--- src/rtl/array_sum_engine_pkg.sv ---
// Shared types and constants for the array sum engine.
package array_sum_engine_pkg;

  typedef enum logic [2:0] {
    IDLE,
    RD_LEN,
    RD_ELEM,
    WR_SUM,
    DONE
  } state_e;

  localparam int WORD_W      = 32;
  localparam int MAX_LEN_DEF = 16;

endpackage

--- src/rtl/array_sum_engine.sv ---
// Memory-side initiator: reads a length word and that many elements, then
// writes their 32-bit sum back to a destination address.
module array_sum_engine
  import array_sum_engine_pkg::*;
#(
  parameter int Addr_W  = 8,
  parameter int byte_W  = 4,
  parameter int MAX_LEN = MAX_LEN_DEF
) (
  input  logic                  clk,
  input  logic                  rst_n,
  input  logic                  start,
  input  logic [Addr_W-1:0]     base_addr,
  input  logic [Addr_W-1:0]     dest_addr,
  output logic [Addr_W-1:0]     mem_address,
  output logic [8*byte_W-1:0]   mem_write_data,
  output logic                  mem_write_enable,
  input  logic [8*byte_W-1:0]   mem_read_data,
  output logic                  busy,
  output logic                  done,
  output logic [8*byte_W-1:0]   result,
  output logic                  overflow,
  output logic                  len_err
);

  localparam int DW = 8 * byte_W;
  localparam int CW = $clog2(MAX_LEN + 1);
  localparam logic [Addr_W-1:0] STRIDE = Addr_W'(byte_W);

  state_e            state_q, state_d;
  logic [Addr_W-1:0] addr_q, addr_d;
  logic [Addr_W-1:0] dest_q, dest_d;
  logic [DW-1:0]     wdata_q, wdata_d;
  logic              we_q, we_d;
  logic [DW-1:0]     acc_q, acc_d;
  logic [CW-1:0]     len_q, len_d;
  logic [CW-1:0]     idx_q, idx_d;
  logic [DW-1:0]     result_q, result_d;
  logic              ovf_q, ovf_d;
  logic              lerr_q, lerr_d;
  logic [DW:0]       sum;

  always_comb begin
    state_d  = state_q;
    addr_d   = addr_q;
    dest_d   = dest_q;
    wdata_d  = wdata_q;
    we_d     = we_q;
    acc_d    = acc_q;
    len_d    = len_q;
    idx_d    = idx_q;
    result_d = result_q;
    ovf_d    = ovf_q;
    lerr_d   = lerr_q;
    sum      = {1'b0, acc_q} + {1'b0, mem_read_data};

    case (state_q)
      IDLE: begin
        if (start) begin
          dest_d  = dest_addr;
          addr_d  = base_addr;
          acc_d   = '0;
          idx_d   = '0;
          ovf_d   = 1'b0;
          lerr_d  = 1'b0;
          state_d = RD_LEN;
        end
      end
      RD_LEN: begin
        // mem_address still holds the base here, so the first element is one stride on
        if (mem_read_data > DW'(MAX_LEN)) begin
          lerr_d = 1'b1;
          len_d  = CW'(MAX_LEN);
        end else begin
          len_d  = CW'(mem_read_data);
        end
        if (mem_read_data == '0) begin
          wdata_d = '0;
          addr_d  = dest_q;
          we_d    = 1'b1;
          state_d = WR_SUM;
        end else begin
          addr_d  = addr_q + STRIDE;
          state_d = RD_ELEM;
        end
      end
      RD_ELEM: begin
        acc_d = sum[DW-1:0];
        ovf_d = ovf_q | sum[DW];
        if (idx_q == len_q - CW'(1)) begin
          wdata_d = sum[DW-1:0];
          addr_d  = dest_q;
          we_d    = 1'b1;
          state_d = WR_SUM;
        end else begin
          idx_d  = idx_q + CW'(1);
          addr_d = addr_q + STRIDE;
        end
      end
      WR_SUM: begin
        we_d     = 1'b0;
        result_d = wdata_q;
        state_d  = DONE;
      end
      DONE:    state_d = IDLE;
      default: state_d = IDLE;
    endcase
  end

  always_ff @(posedge clk or negedge rst_n) begin
    if (!rst_n) begin
      state_q  <= IDLE;
      addr_q   <= '0;
      dest_q   <= '0;
      wdata_q  <= '0;
      we_q     <= 1'b0;
      acc_q    <= '0;
      len_q    <= '0;
      idx_q    <= '0;
      result_q <= '0;
      ovf_q    <= 1'b0;
      lerr_q   <= 1'b0;
    end else begin
      state_q  <= state_d;
      addr_q   <= addr_d;
      dest_q   <= dest_d;
      wdata_q  <= wdata_d;
      we_q     <= we_d;
      acc_q    <= acc_d;
      len_q    <= len_d;
      idx_q    <= idx_d;
      result_q <= result_d;
      ovf_q    <= ovf_d;
      lerr_q   <= lerr_d;
    end
  end

  assign mem_address      = addr_q;
  assign mem_write_data   = wdata_q;
  assign mem_write_enable = we_q;
  assign busy             = (state_q != IDLE);
  assign done             = (state_q == DONE);
  assign result           = result_q;
  assign overflow         = ovf_q;
  assign len_err          = lerr_q;

endmodule

--- config.mk ---
export PLATFORM = sky130hd
export DESIGN_NAME = array_sum_engine
export DESIGN_NICKNAME = d
export VERILOG_FILES = /design/src/rtl/array_sum_engine_pkg.sv /design/src/rtl/array_sum_engine.sv
export SDC_FILE = /design/constraint.sdc
export NUM_CORES = 1
export LEC_CHECK = 0
export CAP_MARGIN = 20
export CORE_UTILIZATION = 48
export CTS_CLUSTER_DIAMETER = 60
export DETAILED_ROUTE_END_ITERATION = 8
export PLACE_DENSITY_LB_ADDON = 0.05
export SETUP_SLACK_MARGIN = 0.15
export SLEW_MARGIN = 20
export SYNTH_ARGS = -nofsm -noshare
export SYNTH_HDL_FRONTEND = slang
export SYNTH_SLANG_ARGS = --single-unit
--- constraint.sdc ---
create_clock -name clk -period 2.4 [get_ports clk]
set_input_delay 0.48 -clock clk [delete_from_list [all_inputs] [get_ports clk]]
set_output_delay 0.48 -clock clk [all_outputs]
set_load 0.02 [all_outputs]
==> qor.csv <==
stage;metric;value;unit
route;via count;6941;
sta;skew final;0.008669;ns
setup_path;crit end category;flop;
placement;DP HPWL;14780;um
yosys;syn nets;860;
placement;gpl congestion;0.9637;
clocking;CTS tree;built;
placement;Placed Cells;1172;
setup_path;crit-path cells;ha_4 > inv_2 > fa_2 > nand2b_4 > a21oi_4 > o2111ai_4 > a211oi_2 > o21ai_2 > buf_6 > buf_6 > xnor2_2 > nand2_1 > o21ai_1;
setup_path;Worst R2R Path Depth;13;
sta;final setup fails;22;
setup_path;CP Capture Point;mem_write_data[22];
clocking;Root Buffer;clkbuf_16;
clocking;clock slew at reported path FFs;0.06;ns
sta;Worst Setup Slack, final;-0.1378;ns
floorplanning;Cell Rows;43;
yosys;most area-consuming cells after synthesis;dfrtp_1 47%, nand2_1 12%, ha_1 6.4%;
cells_and_area;final cell count without fillers;1223;
setup_path;CP Launch Point;acc_q[0];
yosys;Post-synth top flop;dfrtp_1;
grt;Congestion Overflow GR;0;
sta;WHS;0.03686;ns
floorplanning;I/O pin cnt;128;
route;ANT nets after route;0;
clocking;clock sink count;128;
run_status;violated checks;setup timing;
setup_path;Worst R2R Start;acc_q[0];
cells_and_area;fin area;10850;um2
setup_path;r2r endpoint;mem_write_data[22];
route;drt first pass iters;5;
cells_and_area;Final Core Density;77.85;%
yosys;synthesized flop and latch total;128;
cells_and_area;commonest non-fill, non-tap cell in the layout;nand2_1;
floorplanning;Core Area;13930;um2
run_status;run status;finished, violations left;
clocking;H-tree levels;4;
yosys;number of synthesized flops with an enable pin;0;
yosys;Yosys top cell by area;dfrtp_1;
setup_path;CP most frequent cell;buf_6;
clocking;clock buffer depth;2;
clocking;total CTS buffers;17;
yosys;Avg Cell Area, Syn;8.906;um2
floorplanning;DIE AREA;14820;um2
setup_path;Slowest-stage cell, CP;dfrtp_1;
sta;min Tclk post-route;2.538;ns
setup_path;Worst Path Arrival;2.88;ns
sta;worst-margin pin slew;0.4748;ns
yosys;Mapped Area;6884;um2
cells_and_area;fin nets;1118;
floorplanning;initial core utilization;49.40;%
cells_and_area;Synth-to-Final Area Change;57.58;%
yosys;Yosys top cell area share;46.53;%
yosys;Mapped Cells;773;
route;drt wl/cell;18.09;um
route;drt via density;5.675;
power_and_ir_drop;P per Cell Area;1320;nW/um2
cells_and_area;proportion of layout cells with a drive suffix above 1;27.42;%
clocking;Skew-Pair Late Insertion Delay;0.43;ns
yosys;Synth async-reset ratio;100.0;%
route;Remaining DRCs;0;
grt;largest net degree at the start of global routing;79;
sta;Slew HR;68.05;%
min_path;HP Class;in -> async;
route;Detailed Route Iter0 Violations;512;
yosys;register area share after synthesis;46.53;%
power_and_ir_drop;static leakage;5.144;nW
job;max-cap violations;0;
cells_and_area;Fill cells;919;
power_and_ir_drop;Final Total Pwr;14.32;mW
setup_path;Startpoint Class;flop;
sta;crit share post-route;105.7;%
sta;Hold Fails Final Rpt;0;
grt;GRT Resource Usage Total;30.31;%
yosys;Ys Warns;0;
setup_path;CP max stage delay;0.39;ns
placement;placed cell area;9497;um2
cells_and_area;most frequent cells in the layout;218 x nand2_1, 128 x dfrtp_1, 124 x buf_4;
grt;initial antenna violation count;0;
setup_path;R2R setup slack;-0.14;ns
setup_path;worst endpoint required time;2.74;ns
grt;global-route wire length before repair;34300;um
sta;Slew Viols, Final;0;
sta;fmax;394.0;MHz
cells_and_area;Antenna Cells;0;
route;drt total wl;22130;um
floorplanning;Die Wd;121.8;um
yosys;post-synth cell types;63;
power_and_ir_drop;Max VDD drop;0.8241;mV
grt;vias in the first global route;6863;
setup_path;critical path type;reg -> reg;
placement;Buffers on Ports;127;
sta;RSZ-0062 raised after global routing;yes;
floorplanning;Die H;121.8;um
setup_path;Crit Path Max Fanout;3;
-- synth_stat cells, drive strengths merged, types with 13 or more instances --
library cell,instances
dfrtp,128
inv,14
xnor2,21
nand3,18
xor2,14
a21oi,38
nand2,223
nor2,32
a22o,15
a21o,18
o21ai,60
ha,35
clkbuf,28
nand2b,13
-- what timing repair did --
item,4_1_cts,5_1_grt
buffers inserted,9,11
pin swaps,60,48
endpoints found under the setup margin,67,65
hold buffers,0,0
resized for setup,94,63
-- area by class of cell --
class	count	area, um2	area share, %
clock buffers	22	484.2	4.464
clock inverters	9	107.6	0.9919
inverters	15	56.30	0.5190
multi-input cells	597	4287	39.52
flip-flops and latches	128	3203	29.53
well taps	180	225.2	2.076
repair buffers	272	2485	22.91
-- worst min-delay path by stage --
| stage | cells after the start | endpoint | startpoint | slack, ns |
|---|---|---|---|---|
| detailed placement | 2 | result[15] | result[15] | 0.46 |
| CTS | 2 | result[5] | rst_n | 0.04 |
| floorplan | 0 | acc_q[0] | rst_n | 0.18 |
| global route | 2 | result[5] | rst_n | 0.06 |
| global placement | 2 | result[2] | result[2] | 0.46 |
| finish | 2 | result[5] | rst_n | 0.04 |
-- logic make-up after synthesis --
logic type | count (synthesis) | share of synthesized area (%)
flops | 128 | 46.53
mux | 4 | 0.6361
fa+ha+maj | 36 | 6.652
compound gates | 186 | 18.18
buf+inv | 48 | 2.708
xor+xnor | 35 | 4.453
simple gates | 336 | 20.85
-- flip-flops by register name, indices dropped and copies added, names as in the netlist, 3 cells and up --
register        count
acc_q              32
idx_q               5
len_q               5
state_q             3
mem_address         8
dest_q              8
result             32
mem_write_data     32
-- routing by layer --
layer	global-route usage, %	vias up	part of all wire, %
li1	-	3214	-
met1	39.27	3393	42
met2	50.18	270	50
met3	5.337	64	5.7
met4	12.19	0	3.0
met5	0	-	0
-- stage by stage --
step	TNS, ns	setup WS, ns
after CTS	-1.703	-0.2200
after global routing	-4.020	-0.2358
final	-1.555	-0.1378
after detailed placement	-37.38	-0.8661
after floorplan	-0.05064	-0.01938
after global placement	-33.63	-0.7656
-- critical path, delay by kind of cell, from the launching register on --
family / cells / cell delay [ns]
AOI/OAI and AO/OA: 5 / 0.91
adders and majority gates: 2 / 0.49
DFF: 1 / 0.39
buffers and inverters: 3 / 0.29
and+or+nand+nor: 2 / 0.26
xor gates and xnor gates: 1 / 0.10
-- power breakdown --
group	internal, mW	switching, mW	leakage [nW]	total (mW)
logic	3.82	4.19	3.21	8.00
registers	3.05	0.694	1.64	3.74
clock network	1.63	0.945	0.288	2.57
Note: power is estimated with default switching activity, not from simulation.
